===== config.mk =====
export PLATFORM = sky130hd
export DESIGN_NAME = pipeline_hazard_ctrl
export DESIGN_NICKNAME = d
export VERILOG_FILES = /design/src/rtl/pipeline_hazard_ctrl_pkg.sv /design/src/rtl/pipeline_hazard_ctrl_sat_counter.sv /design/src/rtl/pipeline_hazard_ctrl.sv
export SDC_FILE = /design/constraint.sdc
export NUM_CORES = 1
export LEC_CHECK = 0
export CAP_MARGIN = 40
export CORE_ASPECT_RATIO = 1.4
export CORE_MARGIN = 1.5
export CORE_UTILIZATION = 30
export DETAILED_ROUTE_END_ITERATION = 8
export RECOVER_POWER = 50
export SLEW_MARGIN = 20
export SYNTH_ARGS = -nofsm -noshare
export SYNTH_HDL_FRONTEND = slang
export SYNTH_SLANG_ARGS = --single-unit
export TNS_END_PERCENT = 20

===== constraint.sdc =====
create_clock -name clk -period 1.7 [get_ports clk]
set_input_delay 0.17 -clock clk [delete_from_list [all_inputs] [get_ports clk]]
set_output_delay 0.17 -clock clk [all_outputs]
set_load 0.02 [all_outputs]

===== src/rtl/pipeline_hazard_ctrl_pkg.sv =====
// Shared definitions for the pipeline sequencing controller: controller
// state encoding and datapath field widths.
package pipeline_ctrl_pkg;

    localparam int REG_IDX_W = 5;
    localparam int WORD_W    = 32;

    typedef logic [1:0] state_t;

    localparam state_t ST_RUN    = 2'd0;
    localparam state_t ST_WAIT   = 2'd1;
    localparam state_t ST_DRAIN  = 2'd2;
    localparam state_t ST_HALTED = 2'd3;

endpackage


===== src/rtl/pipeline_hazard_ctrl_sat_counter.sv =====
// Saturating up-counter used for pipeline statistics. Synchronous reset and
// clear; holds at all-ones once reached.
module sat_counter #(
    parameter int W = 16
) (
    input  logic         clk_i,
    input  logic         rst_i,
    input  logic         clr_i,
    input  logic         inc_i,
    output logic [W-1:0] value_o
);

    logic [W-1:0] count_q;
    logic [W-1:0] count_d;

    // Next count: clear wins, otherwise increment unless already saturated.
    always_comb begin
        count_d = count_q;
        if (clr_i) begin
            count_d = '0;
        end else if (inc_i && (count_q != {W{1'b1}})) begin
            count_d = count_q + {{(W-1){1'b0}}, 1'b1};
        end else begin
            count_d = count_q;
        end
    end

    // Count register with synchronous reset.
    always_ff @(posedge clk_i) begin
        if (rst_i) begin
            count_q <= '0;
        end else begin
            count_q <= count_d;
        end
    end

    assign value_o = count_q;

endmodule


===== src/rtl/pipeline_hazard_ctrl.sv =====
// Central sequencing controller for the 5-stage pipeline. Generates PC and
// pipeline-register write/flush controls for load-use stalls, MEM-resolved
// taken branches and data-memory wait states, runs a halt/drain sequence,
// and keeps saturating stall/flush statistics.
module pipeline_hazard_ctrl
    import pipeline_ctrl_pkg::*;
#(
    parameter int DRAIN_CYCLES = 4,
    parameter int TIMEOUT      = 16,
    parameter int CNT_W        = 16
) (
    input  logic                 clk,
    input  logic                 rst,
    input  logic [REG_IDX_W-1:0] id_rs,
    input  logic [REG_IDX_W-1:0] id_rt,
    input  logic                 id_uses_rt,
    input  logic                 ex_mem_read,
    input  logic [REG_IDX_W-1:0] ex_rt,
    input  logic                 mem_pcsrc,
    input  logic                 dmem_busy,
    input  logic                 halt_req,
    input  logic                 resume,
    output logic                 pc_write,
    output logic                 if_id_write,
    output logic                 id_ex_write,
    output logic                 ex_mem_write,
    output logic                 if_id_flush,
    output logic                 id_ex_flush,
    output logic                 ex_mem_flush,
    output logic                 mem_wb_flush,
    output logic                 halted,
    output logic                 timeout_err,
    output logic [CNT_W-1:0]     stall_cycles,
    output logic [CNT_W-1:0]     flush_events
);

    localparam logic [3:0] DRAIN_INIT = 4'(DRAIN_CYCLES - 1);
    localparam logic [7:0] WAIT_LAST  = 8'(TIMEOUT - 1);

    state_t     state_q,     state_d;
    state_t     ret_q,       ret_d;
    logic [3:0] drain_cnt_q, drain_cnt_d;
    logic [7:0] wait_cnt_q,  wait_cnt_d;
    logic       timeout_q,   timeout_d;

    logic load_use_s;
    logic draining_s;
    logic stall_s;
    logic flush_evt_s;
    logic pc_write_s, if_id_write_s, id_ex_write_s, ex_mem_write_s;
    logic if_id_flush_s, id_ex_flush_s, ex_mem_flush_s, mem_wb_flush_s;
    logic halted_s;

    // Load-use hazard: a load in EX targets a non-zero register read in ID.
    assign load_use_s = ex_mem_read && (ex_rt != 5'd0) &&
                        ((ex_rt == id_rs) || (id_uses_rt && (ex_rt == id_rt)));

    // The cycle a wait returns to DRAIN still injects bubbles, otherwise one
    // extra instruction would be fetched mid-drain.
    assign draining_s = (state_q == ST_DRAIN) ||
                        ((state_q == ST_WAIT) && (ret_q == ST_DRAIN));

    // Pipeline control outputs, resolved in priority order.
    always_comb begin
        pc_write_s     = 1'b1;
        if_id_write_s  = 1'b1;
        id_ex_write_s  = 1'b1;
        ex_mem_write_s = 1'b1;
        if_id_flush_s  = 1'b0;
        id_ex_flush_s  = 1'b0;
        ex_mem_flush_s = 1'b0;
        mem_wb_flush_s = 1'b0;
        halted_s       = 1'b0;
        stall_s        = 1'b0;
        flush_evt_s    = 1'b0;
        if (rst) begin
            pc_write_s     = 1'b0;
            if_id_write_s  = 1'b0;
            id_ex_write_s  = 1'b0;
            ex_mem_write_s = 1'b0;
            if_id_flush_s  = 1'b1;
            id_ex_flush_s  = 1'b1;
            ex_mem_flush_s = 1'b1;
            mem_wb_flush_s = 1'b1;
        end else if (state_q == ST_HALTED) begin
            pc_write_s     = 1'b0;
            if_id_write_s  = 1'b0;
            id_ex_write_s  = 1'b0;
            ex_mem_write_s = 1'b0;
            halted_s       = 1'b1;
        end else if (dmem_busy) begin
            // Freeze; a pending branch stays in EX_MEM and is seen later.
            pc_write_s     = 1'b0;
            if_id_write_s  = 1'b0;
            id_ex_write_s  = 1'b0;
            ex_mem_write_s = 1'b0;
            mem_wb_flush_s = 1'b1;
            stall_s        = 1'b1;
        end else if (mem_pcsrc) begin
            if_id_flush_s  = 1'b1;
            id_ex_flush_s  = 1'b1;
            ex_mem_flush_s = 1'b1;
            pc_write_s     = !draining_s;
            flush_evt_s    = 1'b1;
        end else if (load_use_s) begin
            pc_write_s     = 1'b0;
            if_id_write_s  = 1'b0;
            id_ex_flush_s  = 1'b1;
            stall_s        = 1'b1;
        end else if (draining_s) begin
            pc_write_s     = 1'b0;
            if_id_flush_s  = 1'b1;
        end else begin
            pc_write_s     = 1'b1;
        end
    end

    // Sequencing state, return state and drain countdown.
    always_comb begin
        state_d     = state_q;
        ret_d       = ret_q;
        drain_cnt_d = drain_cnt_q;
        case (state_q)
            ST_RUN: begin
                if (dmem_busy) begin
                    state_d = ST_WAIT;
                    ret_d   = ST_RUN;
                end else if (halt_req) begin
                    state_d     = ST_DRAIN;
                    drain_cnt_d = DRAIN_INIT;
                end else begin
                    state_d = ST_RUN;
                end
            end
            ST_WAIT: begin
                if (!dmem_busy) begin
                    state_d = ret_q;
                end else begin
                    state_d = ST_WAIT;
                end
            end
            ST_DRAIN: begin
                if (dmem_busy) begin
                    state_d = ST_WAIT;
                    ret_d   = ST_DRAIN;
                end else if (load_use_s && !mem_pcsrc) begin
                    state_d = ST_DRAIN;
                end else if (drain_cnt_q == 4'd0) begin
                    state_d = ST_HALTED;
                end else begin
                    drain_cnt_d = drain_cnt_q - 4'd1;
                end
            end
            ST_HALTED: begin
                if (resume) begin
                    state_d = ST_RUN;
                end else begin
                    state_d = ST_HALTED;
                end
            end
            default: begin
                state_d = ST_RUN;
            end
        endcase
    end

    // Consecutive-busy counter and sticky timeout flag.
    always_comb begin
        wait_cnt_d = wait_cnt_q;
        timeout_d  = timeout_q;
        if (dmem_busy && (state_q != ST_HALTED)) begin
            if (wait_cnt_q == WAIT_LAST) begin
                timeout_d = 1'b1;
            end else begin
                wait_cnt_d = wait_cnt_q + 8'd1;
            end
        end else begin
            wait_cnt_d = 8'd0;
        end
    end

    // Controller registers with synchronous reset.
    always_ff @(posedge clk) begin
        if (rst) begin
            state_q     <= ST_RUN;
            ret_q       <= ST_RUN;
            drain_cnt_q <= 4'd0;
            wait_cnt_q  <= 8'd0;
            timeout_q   <= 1'b0;
        end else begin
            state_q     <= state_d;
            ret_q       <= ret_d;
            drain_cnt_q <= drain_cnt_d;
            wait_cnt_q  <= wait_cnt_d;
            timeout_q   <= timeout_d;
        end
    end

    sat_counter #(.W(CNT_W)) u_stall_cnt (
        .clk_i   (clk),
        .rst_i   (rst),
        .clr_i   (1'b0),
        .inc_i   (stall_s),
        .value_o (stall_cycles)
    );

    sat_counter #(.W(CNT_W)) u_flush_cnt (
        .clk_i   (clk),
        .rst_i   (rst),
        .clr_i   (1'b0),
        .inc_i   (flush_evt_s),
        .value_o (flush_events)
    );

    assign pc_write     = pc_write_s;
    assign if_id_write  = if_id_write_s;
    assign id_ex_write  = id_ex_write_s;
    assign ex_mem_write = ex_mem_write_s;
    assign if_id_flush  = if_id_flush_s;
    assign id_ex_flush  = id_ex_flush_s;
    assign ex_mem_flush = ex_mem_flush_s;
    assign mem_wb_flush = mem_wb_flush_s;
    assign halted       = halted_s;
    assign timeout_err  = timeout_q;

endmodule


### Word-level counts from Yosys, hierarchy flattened

Index checks and enable logic that the tools add are counted.

| cells by class | value |
|---|---|
| equality and inequality tests | 18 |
| bitwise operators | 1 |
| shift-type cells | 0 |
| reduce and logical (&&, ||, !) cells | 20 |
| divide/modulo/power cells | 0 |
| mux-type cells | 56 |
| multiply operators | 0 |
| $add $sub $neg | 4 |
| order comparisons | 0 |

Operators with widths:

| operator | number |
|---|---|
| $mux 1 | 39 |
| $add 16x1->16 const B | 2 |
| $ne 16x16->1 const B | 2 |
| $mux 4 | 5 |
| $mux 2 | 9 |
| $ne 2x2->1 const B | 8 |
| $eq 5x5->1 | 2 |
| $add 8x1->8 const B | 1 |
| $eq 8x4->1 const B | 1 |
| $logic_and 1x1->1 | 8 |
| $pmux 2 s4 | 1 |
| $pmux 4 s2 | 1 |
| $eq 2x2->1 const B | 3 |
| $reduce_and 6->1 | 1 |
| $reduce_bool 5->1 | 1 |
| $logic_not 4->1 | 1 |
| $ne 4x2->1 const B | 1 |
| $pmux 2 s2 | 1 |
| $sub 4x1->4 const B | 1 |
| $reduce_and 3->1 | 1 |
| $eq 2x1->1 const B | 1 |
| $logic_not 1->1 | 2 |
| $logic_not 2->1 | 1 |
| $logic_or 1x1->1 | 2 |
| 4 further kinds | 4 |

| storage, ports and cells | value |
|---|---|
| flip-flop bits (word level) | 49 |
| logic and storage cells | 106 |
| memories | 0 |
| bits in latches | 0 |
| bits in writable memories | 0 |
| bits in read-only memories | 0 |
| input bits | 23 |
| output and inout port bits | 42 |

### Longest topological paths before layout

Gate-level depths: netlist of run 1.

| depth | value |
|---|---|
| word-level depth | 10 |
| mapped depth | 10 |
| mapped depth without buffers | 8 |

### Hierarchy

From an unflattened synthesis of run 1, not the netlist that was laid out.

| unflattened totals | value |
|---|---|
| cells, all modules | 331 |
| area, all modules | 2,874.0 µm² |

Modules (own cells, without submodules):

| module | area each (µm²) | times used | seq. area each (µm²) | cells each |
|---|---|---|---|---|
| sat_counter | 917.1 | 2 | 320.3 | 102 |
| pipeline_hazard_ctrl | 1,039.7 | 1 | 320.3 | 127 |

### Worst setup path before layout of run 1

OpenSTA, ideal clock, no wires.

| timing path | value |
|---|---|
| kind | input to output |
| from | in ex_rt[1] |
| to | out pc_write |
| required time | 1,530 ps |
| arrival | 1,908 ps |
| path buffers | 1 |
| path slack | -378 ps |
| cell stages on the path | 6 |
| path through | or4_1 > o21ai_2 > nor3b_2 > buf_6 > nor3_1 > and3_1 |

| on the way | value |
|---|---|
| word-level cells in the longest chain between the ends | 9 |
| elaborated cells on any way between the ends | 12 |
| classes of those cells | eq/ne: 2; mux: 5; reduce/logical: 5 |

Ends and longest elaborated chain:

| item | RTL line | RTL |
|---|---|---|
| start, declared | pipeline_hazard_ctrl.sv:18 | `input logic [REG_IDX_W-1:0] ex_rt,` |
| $eq 5x5->1 | pipeline_hazard_ctrl.sv:56 | `((ex_rt == id_rs) \|\| (id_uses_rt && (ex_rt == id_rt)));` |
| $logic_and 1x1->1 | pipeline_hazard_ctrl.sv:56 |  |
| $logic_or 1x1->1 | pipeline_hazard_ctrl.sv:56 |  |
| $logic_and 1x1->1 (*) | pipeline_hazard_ctrl.sv:55 | `assign load_use_s = ex_mem_read && (ex_rt != 5'd0) &&` |
| $mux 1 (*) | pipeline_hazard_ctrl.sv:105 | `end else if (load_use_s) begin` |
| $mux 1 (*) | pipeline_hazard_ctrl.sv:99 | `end else if (mem_pcsrc) begin` |
| $mux 1 (*) | pipeline_hazard_ctrl.sv:91 | `end else if (dmem_busy) begin` |
| $mux 1 (*) | pipeline_hazard_ctrl.sv:85 | `end else if (state_q == ST_HALTED) begin` |
| $mux 1 (*) | pipeline_hazard_ctrl.sv:76 | `if (rst) begin` |
| end, declared | pipeline_hazard_ctrl.sv:23 | `output logic pc_write,` |

Every way passes the cells marked *; elsewhere a longest branch is shown, timed or not.

### Worst setup path in the final report of run 1

Same ends and word-level chain as after synthesis.

==> summary.txt, run 1 <==
CTS
  – Clk buf depth: 2
  – Hold Buf Count CTS: 0
  – Clock transition at the registers of the reported paths: 60 ps
  – CTS tree: yes
  – Clk root buf: clkbuf_16
  – H-Tree Depth: 2
  – Clk sinks: 48
  – Worst-Skew Late Latency: between 200 and 300 ps
  – Num CTS Buffers: 5

Power
  – Clock group share of total power: about 48%
  – P_leak: 1.673 nW
  – Comb pwr share: a little over an eighth
  – Sequential power share: 39.4%
  – Net Sw Frac: around a fifth
  – Psw: 0.0006137 W
  – Power density cells: 715.3 nW/um2
  – P_int: 0.002339 W
  – Peak VDD IR: about 0.0005 V

Synthesis
  – Post-Syn Nets: between 300 and 400
  – Avg Cell Area, Syn: 8.411 um2
  – Largest cells by area after synthesis: dfxtp_1 (38%), nor2_1 (6.4%), xor2_1 (6.3%)
  – Prevailing post-synth register cell: dfxtp_1
  – Largest area contributor in the netlist: dfxtp_1
  – Netlist cell types: 48
  – EDFF count, synth: 0
  – Cells after Synth: 299
  – Synthesis-stage register bit count: 48
  – Top cell type's share of synthesized area: around two fifths
  – Fraction of registers with async set/reset: 0%
  – YS warnings: 0
  – Sequential element share of the synthesized area: approximately two fifths
  – Syn Std Cell Area: 2515 um2

Routing
  – Vias per cell: 4.762
  – DR WL/cell: about 12 um
  – DRC viols: 0
  – Final wirelength: roughly 6.6 mm
  – Final ANT Viol Nets: 0
  – Drt pass-1 iters: 4
  – DRT iter0 DRCs: 72
  – Vias after detailed routing: ~2,500

Global route
  – Grt ovf: 0
  – GRT Total Usage: around 16%
  – Vias in the first global route: 2,565
  – Initial antenna violation count: 0
  – First-pass GRT wire length: about 11 mm
  – Largest net degree at the start of global routing: 33

Critical path
  – Worst r2r path cells: 8
  – Startpoint Class: primary input
  – Worst Path Max Fanout: 2
  – Critical path arrival: ~1600 ps
  – Crit. End Element: primary output
  – Crit path kind: primary input to primary output
  – CP Data Required Time: 1530 ps

Timing
  – Worst Max-Slew Pin Slew: 349.0 ps
  – Period minus WS final: around 1800 ps
  – RSZ-0062 raised after global routing: yes
  – FMAX: 554.9 MHz
  – Fin. max-slew vios: 0
  – Post-route setup slack: -102.2 ps
  – Worst clock skew: around 4.8 ps
  – Final setup viols: 14
  – Setup TNS: -613.0 ps
  – Slew headroom: 76.73%
  – Fin. Hold Viols: 0
  – Period utilisation layout: 106.0%

Placement
  – Final RePlAce weighted congestion: about 0.80
  – DP HPWL: 5.018 mm
  – I/O Buffers: between 60 and 70
  – Pre-CTS setup slack: -899.3 ps

Floorplan
  – Num rows: 39
  – Die width: 80.38 um
  – Core area: 8149 um2
  – Starting Density: 30.86%
  – Die footprint: 8949 um2
  – Top-level I/O count: 65
  – Die Y: ~110 um

Cells and area
  – Area added between synthesis and finish: 64.13%
  – Fin nets: approximately 460
  – Commonest non-fill, non-tap cells in the layout: buf_4 (66), nor2_1 (41), dfxtp_1 (36), clkdlybuf4s50_1 (36), nand2_1 (32)
  – Share of cells above drive strength 1: 34.26%
  – N_diodes: 0
  – Fillers: 764
  – Most common cell after layout, fill and taps aside: buf_4

Status
  – Status: finished with violations
  – Failing checks: negative setup slack

Run
  – # Max-Cap Violations: 0

Worst hold path
  – Worst hold path class: primary input to register
  – Hold Path Cell Cnt: 3
==> critical path, cell delays in order <==
cell and delay, ps:
buf_8 100, or4_4 530, o21ai_4 180, nor3b_4 80, buf_4 160, nor3_4 110
and3_1 170, buf_4 130
==> cell usage after synthesis, types with 3 or more instances <==
library cell / instances
o21ai_0: 8
nor2_1: 43
and3_1: 8
dfxtp_1: 48
o21ai_1: 4
nand3_1: 13
nand2_1: 32
nor3_1: 5
nor2b_1: 4
ha_1: 5
nand4_1: 9
o31ai_1: 7
xnor2_1: 16
or4_1: 3
xor2_1: 18
o211ai_1: 3
inv_1: 6
or3_1: 7
a21oi_1: 16
clkbuf_1: 5
and4_1: 3
mux2i_1: 4
==> cells by family (layout without fill, tap and decap cells) <==
| group | Yosys count | after routing | share of synthesized area (%) |
|---|---|---|---|
| fa+ha+maj | 5 | 5 | 2.488 |
| xor+xnor | 34 | 34 | 11.84 |
| compound gates | 48 | 48 | 13.08 |
| simple gates | 139 | 139 | 27.61 |
| flops | 48 | 48 | 38.21 |
| mux | 6 | 6 | 2.488 |
| buf+inv | 19 | 152 | 4.278 |
==> registers in the layout, summed over array words and instances (netlist names) <==
| register | cells |
|---|---|
| u_flush_cnt.value_o | 16 |
| u_stall_cnt.value_o | 16 |
| wait_cnt_q | 8 |
| drain_cnt_q | 4 |
| state_q | 2 |
| ret_q | 1 |
| timeout_err | 1 |
==> metal layers <==
layer | up-vias | wire length (um) | share of wire, % | track usage, %
met5 | - | 0 | 0 | 0
met4 | 0 | 175 | 2.6 | 6.552
met3 | 15 | 216 | 3.3 | 2.705
met2 | 40 | 3582 | 54 | 28.46
met1 | 1182 | 2669 | 40 | 17.52
li1 | 1306 | - | - | -
==> path summary, 6_finish.rpt <==
kind              slack, ps              startpoint                       to
setup / recovery       -100                ex_rt[1]                 pc_write
hold / removal          440                     rst           drain_cnt_q[1]
setup reg to reg        -50  u_stall_cnt.value_o[7]  u_stall_cnt.value_o[11]
hold reg to reg         470             timeout_err              timeout_err
==> stage by stage <==
step / utilization, % / instance area (um2) / total power [W] / hold WS [ps] / instances
after floorplan: - / 2582 / 0.001371 / 392.0 / 299
after global placement: 46.35 / 3777 / 0.001556 / 464.6 / 519
after detailed placement: 46.35 / 3777 / 0.001560 / 468.6 / 519
after CTS: 50.07 / 4080 / 0.002995 / 466.3 / 532
after global routing: 50.65 / 4128 / 0.003066 / 482.8 / 534
final: 50.65 / 4128 / 0.002952 / 440.8 / 534
==> repair_timing <==
| action | in CTS | in global routing |
|---|---|---|
| pin swaps | 27 | 12 |
| endpoints found under the hold margin | 0 | 0 |
| gates resized for setup | 115 | 11 |
| setup buffers | 6 | 2 |
| setup endpoints to repair | 34 | 34 |
==> power by group through the flow <==
| stage | sequential (W) | combinational [W] | clock, W |
|---|---|---|---|
| 2_1_floorplan | 0.00119 | 0.000179 | 0 |
| 3_3_place_gp | 0.00119 | 0.000369 | 0 |
| 3_5_place_dp | 0.00119 | 0.000372 | 0 |
| 4_1_cts | 0.00116 | 0.000387 | 0.00145 |
| 5_1_grt | 0.00117 | 0.000421 | 0.00148 |
| 6_report | 0.00116 | 0.000386 | 0.00140 |
==> final cells by class <==
type	instances	area (um2)	area share (%)
timing repair buffer	137	1166	28.25
clock buffer	5	125.1	3.031
clock inverter	3	90.09	2.182
multi-input combinational	232	1615	39.13
sequential	48	975.9	23.64
tap	102	127.6	3.092
inverter	7	27.53	0.6669
Note: power is estimated with default switching activity, not from simulation.
==> run 2: changes to the inputs <==
--- a/config.mk
+++ b/config.mk
@@ -10,7 +10,7 @@
 export CORE_MARGIN = 1.5
 export CORE_UTILIZATION = 30
 export DETAILED_ROUTE_END_ITERATION = 8
-export RECOVER_POWER = 50
+export RECOVER_POWER = 100
 export SLEW_MARGIN = 20
 export SYNTH_ARGS = -nofsm -noshare
 export SYNTH_HDL_FRONTEND = slang
==> results of run 2 <==
Final layout, timing and power as in run 1 (identical DEF).
==> run 3: changes to the inputs <==
--- a/config.mk
+++ b/config.mk
@@ -9,6 +9,7 @@
 export CORE_ASPECT_RATIO = 1.4
 export CORE_MARGIN = 1.5
 export CORE_UTILIZATION = 30
+export CTS_CLUSTER_DIAMETER = 60
 export DETAILED_ROUTE_END_ITERATION = 8
 export RECOVER_POWER = 100
 export SLEW_MARGIN = 20
==> results of run 3 <==
Final layout, timing and power as in run 1 (identical DEF).
